<file path="src/rtl/stack_pkg.sv">
// Shared types for the parametrised LIFO stack: operation encoding and the
// push/pop request decoder used by the top level.
package stack_pkg;

    typedef enum logic [1:0] {
        OP_IDLE,
        OP_PUSH,
        OP_POP,
        OP_SWAP
    } stack_op_t;

    function automatic stack_op_t decode_op(input logic push, input logic pop);
        case ({push, pop})
            2'b10:   return OP_PUSH;
            2'b01:   return OP_POP;
            2'b11:   return OP_SWAP;
            default: return OP_IDLE;
        endcase
    endfunction

endpackage

</file>
<file path="src/rtl/stack_ptr_ctrl.sv">
// Occupancy tracking for the LIFO: count register, status flags, accept/reject
// decisions and the registered overflow/underflow/error pulses.
module stack_ptr_ctrl
    import stack_pkg::*;
#(
    parameter int AddressSize     = 3,
    parameter int AlmostFullLevel = 6
) (
    input  logic                   Clk,
    input  logic                   RstN,
    input  logic                   Clear,
    input  stack_op_t              op,
    output logic [AddressSize:0]   Count,
    output logic                   Full,
    output logic                   Empty,
    output logic                   Almost_Full,
    output logic                   Overflow,
    output logic                   Underflow,
    output logic                   Error,
    output logic                   wr_en,
    output logic                   rd_en,
    output logic [AddressSize-1:0] wr_addr,
    output logic [AddressSize-1:0] top_addr
);

    localparam logic [AddressSize:0] DepthCount = (AddressSize+1)'(1 << AddressSize);
    localparam logic [AddressSize:0] AfLevel    = (AddressSize+1)'(AlmostFullLevel);

    logic [AddressSize:0] count_nxt;
    logic                 ovf_nxt;
    logic                 unf_nxt;

    // Wraps to DEPTH-1 when the stack is full, which is exactly the top slot.
    assign top_addr = Count[AddressSize-1:0] - 1'b1;

    // NOTE: every combinational output gets a default first so no path leaves it unassigned (no latches).
    always_comb begin
        count_nxt = Count;
        ovf_nxt   = 1'b0;
        unf_nxt   = 1'b0;
        wr_en     = 1'b0;
        rd_en     = 1'b0;
        wr_addr   = Count[AddressSize-1:0];
        if (Clear) begin
            count_nxt = '0;
        end else begin
            case (op)
                OP_PUSH: begin
                    if (Full) begin
                        ovf_nxt = 1'b1;
                    end else begin
                        wr_en     = 1'b1;
                        count_nxt = Count + 1'b1;
                    end
                end
                OP_POP: begin
                    if (Empty) begin
                        unf_nxt = 1'b1;
                    end else begin
                        rd_en     = 1'b1;
                        count_nxt = Count - 1'b1;
                    end
                end
                OP_SWAP: begin
                    // An empty swap degrades to a plain push that still flags the missing pop.
                    if (Empty) begin
                        unf_nxt   = 1'b1;
                        wr_en     = 1'b1;
                        count_nxt = Count + 1'b1;
                    end else begin
                        rd_en   = 1'b1;
                        wr_en   = 1'b1;
                        wr_addr = top_addr;
                    end
                end
                default: ;
            endcase
        end
    end

    // NOTE: sequential state uses non-blocking assignments so all registers update together.
    always_ff @(posedge Clk or posedge RstN) begin
        if (RstN) begin
            Count       <= '0;
            Full        <= 1'b0;
            Empty       <= 1'b1;
            Almost_Full <= 1'b0;
            Overflow    <= 1'b0;
            Underflow   <= 1'b0;
            Error       <= 1'b0;
        end else begin
            Count       <= count_nxt;
            Full        <= (count_nxt == DepthCount);
            Empty       <= (count_nxt == '0);
            Almost_Full <= (count_nxt >= AfLevel);
            Overflow    <= ovf_nxt;
            Underflow   <= unf_nxt;
            Error       <= ovf_nxt | unf_nxt;
        end
    end

endmodule

</file>
<file path="src/rtl/param_lifo_stack.sv">
// Parametrised LIFO stack with swap, clear, top-of-stack peek and error pulses.
// Storage and output data live here; counting and flags live in stack_ptr_ctrl.
module param_lifo_stack
    import stack_pkg::*;
#(
    parameter int WordSize        = 4,
    parameter int AddressSize     = 3,
    parameter int AlmostFullLevel = 6
) (
    input  logic                 Clk,
    input  logic                 RstN,
    input  logic                 Clear,
    input  logic                 push,
    input  logic                 pop,
    input  logic [WordSize-1:0]  Data_In,
    output logic [WordSize-1:0]  Data_Out,
    output logic                 Valid_Out,
    output logic [WordSize-1:0]  Top,
    output logic [AddressSize:0] Count,
    output logic                 Full,
    output logic                 Empty,
    output logic                 Almost_Full,
    output logic                 Overflow,
    output logic                 Underflow,
    output logic                 Error
);

    localparam int Depth = 1 << AddressSize;

    logic [WordSize-1:0]    mem [Depth];
    stack_op_t              op;
    logic                   wr_en;
    logic                   rd_en;
    logic [AddressSize-1:0] wr_addr;
    logic [AddressSize-1:0] top_addr;

    assign op = decode_op(push, pop);

    stack_ptr_ctrl #(
        .AddressSize     (AddressSize),
        .AlmostFullLevel (AlmostFullLevel)
    ) u_ptr_ctrl (
        .Clk         (Clk),
        .RstN        (RstN),
        .Clear       (Clear),
        .op          (op),
        .Count       (Count),
        .Full        (Full),
        .Empty       (Empty),
        .Almost_Full (Almost_Full),
        .Overflow    (Overflow),
        .Underflow   (Underflow),
        .Error       (Error),
        .wr_en       (wr_en),
        .rd_en       (rd_en),
        .wr_addr     (wr_addr),
        .top_addr    (top_addr)
    );

    // NOTE: the storage array has no reset; Count alone decides which words are meaningful.
    always_ff @(posedge Clk) begin
        if (wr_en) begin
            mem[wr_addr] <= Data_In;
        end
    end

    // On a swap this reads the pre-edge top word while the same edge overwrites it.
    always_ff @(posedge Clk or posedge RstN) begin
        if (RstN) begin
            Data_Out  <= '0;
            Valid_Out <= 1'b0;
        end else begin
            Valid_Out <= rd_en;
            if (rd_en) begin
                Data_Out <= mem[top_addr];
            end
        end
    end

    assign Top = Empty ? '0 : mem[top_addr];

endmodule

</file>
<file path="config.mk">
export PLATFORM = sky130hd
export DESIGN_NAME = param_lifo_stack
export DESIGN_NICKNAME = d
export VERILOG_FILES = /design/src/rtl/stack_pkg.sv /design/src/rtl/stack_ptr_ctrl.sv /design/src/rtl/param_lifo_stack.sv
export SDC_FILE = /design/constraint.sdc
export NUM_CORES = 1
export LEC_CHECK = 0
export ABC_CLOCK_PERIOD_IN_PS = 6160
export BUFFER_PORTS_ARGS = -buffer_cell sky130_fd_sc_hd__buf_4
export CAP_MARGIN = 5
export CELL_PAD_IN_SITES_DETAIL_PLACEMENT = 1
export CELL_PAD_IN_SITES_GLOBAL_PLACEMENT = 2
export CORE_MARGIN = 2
export CORE_UTILIZATION = 41
export DETAILED_ROUTE_END_ITERATION = 8
export PLACE_DENSITY = 0.88
export RECOVER_POWER = 100
export SLEW_MARGIN = 10
export SYNTH_ARGS = -nofsm -noshare
export SYNTH_HDL_FRONTEND = slang
export SYNTH_HIERARCHICAL = 1
export SYNTH_SLANG_ARGS = --single-unit
</file>
<file path="constraint.sdc">
create_clock -name Clk -period 6.16 [get_ports Clk]
set_clock_uncertainty 0.15 [all_clocks]
set_input_delay 1.232 -clock Clk [delete_from_list [all_inputs] [get_ports Clk]]
set_output_delay 1.232 -clock Clk [all_outputs]
set_load 0.01 [all_outputs]
</file>
==> results_dict.tcl <==
set metrics [dict create \
    status "complete, no violations" \
    grt_max_degree 26 \
    cp_max_fo 25 \
    overflow 0 \
    powerDensity_nw_per_um2 346.8 \
    place_ws_ns 2.091 \
    ios 28 \
    setup_viol 0 \
    initial_utilization_pct 42.77 \
    portBuffers 27 \
    syn-num-nets 188 \
    ctsHtreeMaxLevel 2 \
    yosysSeqAreaShare_pct 60.84 \
    synthCells 177 \
    reg2reg_depth 6 \
    cts_buffers 5 \
    clockBufferDepth 2 \
    hold_viol 0 \
    root_buffer "clkbuf_8" \
    sw_frac_of_total_pct 32.00 \
    cp-start-kind "flip-flop" \
    fin_crit_ns 4.392 \
    avgSynthCellArea_um2 12.42 \
    timing.final.ws_setup_ns 1.768 \
    num_rows 26 \
    cts_tree "built" \
    relSlewSlack_pct 41.66 \
    grt_setup_unrepaired "false" \
    clock_sinks 47 \
    dr.pass1.iters 4 \
    grt_use_total_pct 17.54 \
    power_uw 845.3 \
    synth_cell_type_count 43 \
    gp_congestion 0.8287 \
    post-route-drc-count 0 \
    wl_um 4905 \
    grt_pass1_vias 1522 \
    core_area_um2 5140 \
    diodes 0 \
    vdd_drop_max_uv 145.4 \
    vias 1468 \
    max_cap_violations 0 \
    cp.arrival_ns 3.01 \
    p_seq_share_pct 46.7 \
    r2r_end "mem[4][1]" \
    p_int_uw 574.8 \
    layout_commonest_cell "edfxtp_1" \
    clk_pin_slew_ns 0.09 \
    synth-main-ff-cell "edfxtp_1" \
    hpwl_um 3684 \
    rr_startpoint "u_ptr_ctrl/Count[0]" \
    worstSkewPairLatency_ns 0.30 \
    yosys_warnings 6 \
    power_switching_uw 270.5 \
    clock.fmax_mhz 227.7 \
    path_class "reg2out" \
    combPwrFrac_pct 26.0 \
    drt.antenna.violating_nets 0 \
    cp_data_required_time_ns 4.78 \
    critPathLaunch "u_ptr_ctrl/Count[0]" \
    ctsResizeCount 0 \
    syn2layout_area_growth_pct 10.87 \
    synth_area_um2 2198 \
    end_kind "primary output" \
    clkPwrFrac_pct 27.3 \
    hold_class "reg2reg" \
    tns_ns 0 \
    timing.final.crit_share_pct 71.30 \
    crit_end "Top[2]" \
    post_cts_buffers 0 \
    grt_pass1_wl_um 7838 \
    synth_edf_count 32 \
    ys_seq_elements 47 \
    die-area_um2 5964 \
    layout-drive-gt1-share_pct 9.804 \
    fin_nets 214 \
    synthArstFlopShare_pct 31.91 \
    worst_slew_pin_slew_ns 0.8741 \
    place_area_um2 2440 \
    die_w_um 77.23 \
    drv_slew 0 \
    final_cell_area_um2 2437 \
    cts_hold_buffers 0 \
    layout_common_cells "edfxtp_1 (32), clkbuf_1 (23), nor2_1 (19)" \
    vias_per_cell 5.358 \
    r2r_slack_ns 3.20 \
    n_fill_cell 594 \
    antenna_found_initial 0 \
    power_leakage_nw 0.9081 \
    wl_per_cell_um 17.90 \
    die_y_um 77.23 \
    drt_iter0_drc 68 \
]
## registers in the layout (all words and copies together), names as in the netlist
register and flops:
u_ptr_ctrl/Count 4, Data_Out 4, Valid_Out 1, u_ptr_ctrl/Full 1
mem 32, u_ptr_ctrl/Error 1, u_ptr_ctrl/Almost_Full 1, u_ptr_ctrl/Empty 1
u_ptr_ctrl/Underflow 1, u_ptr_ctrl/Overflow 1
## synthesized netlist by cell type (4+ instances only)
library cell | number | area [um^2]
dfrtp_1 | 14 | 350.3
edfxtp_1 | 32 | 960.9
inv_1 | 7 | 26.28
mux2_2 | 7 | 78.83
mux2i_1 | 5 | 50.05
nand2_1 | 14 | 52.55
nand2b_1 | 8 | 50.05
nor2_1 | 19 | 71.32
nor2b_1 | 8 | 50.05
nor3_1 | 4 | 20.02
o22ai_1 | 4 | 25.02
## cells by family (layout without fill, tap and decap cells)
family	Yosys count	in the layout	share of synthesized area [%]
AND/OR/NAND/NOR	71	71	17.70
flip-flops	47	47	60.84
AO/OA/AOI/OAI	25	25	8.424
buffers and inverters	15	42	3.415
multiplexers	13	13	6.887
XOR/XNOR	4	4	1.594
adder cells (fa/ha/maj)	2	2	1.138
## worst min path at each step
stage | slack (ns) | cells after the start | end | start
2_1_floorplan | 0.36 | 2 | Data_Out[3] | Data_Out[3]
4_1_cts | 0.36 | 2 | Data_Out[2] | Data_Out[2]
5_1_grt | 0.39 | 2 | Data_Out[2] | Data_Out[2]
3_3_place_gp | 0.32 | 2 | Data_Out[0] | Data_Out[0]
3_5_place_dp | 0.34 | 2 | Data_Out[2] | Data_Out[2]
6_report | 0.34 | 2 | Data_Out[3] | Data_Out[3]
## layer usage
layer,vias to the layer above,GRT usage (%),share of wire [%]
met5,-,0,0
met2,31,29.39,50
met4,0,7.500,2.2
li1,697,-,-
met1,730,21.57,45
met3,10,4.235,3.3
## layout make-up
cell class / instances / area, um^2 / share of cell area (%)
Multi-Input combinational cell: 115 / 757.0 / 31.06
Timing Repair Buffer: 27 / 112.6 / 4.620
Sequential cell: 47 / 1338 / 54.88
Clock inverter: 3 / 47.55 / 1.951
Clock buffer: 5 / 68.82 / 2.823
Tap cell: 70 / 87.58 / 3.593
Inverter: 7 / 26.28 / 1.078
## metrics by stage
| stage | util [%] | cells | hold slack [ns] |
|---|---|---|---|
| 6_report | 47.42 | 274 | 0.3449 |
| 5_1_grt | 47.42 | 274 | 0.3882 |
| 4_1_cts | 49.73 | 274 | 0.3641 |
| 3_5_place_dp | 47.47 | 266 | 0.3402 |
| 3_3_place_gp | 47.47 | 266 | 0.3199 |
| 2_1_floorplan | - | 177 | 0.3615 |
## critical path, cell delays in order (launching register included)
cell and delay [ns]:
dfrtp_1 0.45, inv_1 0.66, ha_1 0.33, xor2_1 0.43, nand2b_1 0.22, a211oi_1 0.08, nor4_1 0.34, clkbuf_1 0.19
## power groups by stage
stage          logic [mW]  clock network (mW)  registers [mW]
5_1_grt             0.242               0.249           0.400
6_report            0.220               0.231           0.395
4_1_cts             0.255               0.237           0.398
3_3_place_gp        0.244                   0           0.401
2_1_floorplan       0.152                   0           0.406
3_5_place_dp        0.254                   0           0.404
(Power assumes the default switching activity.)
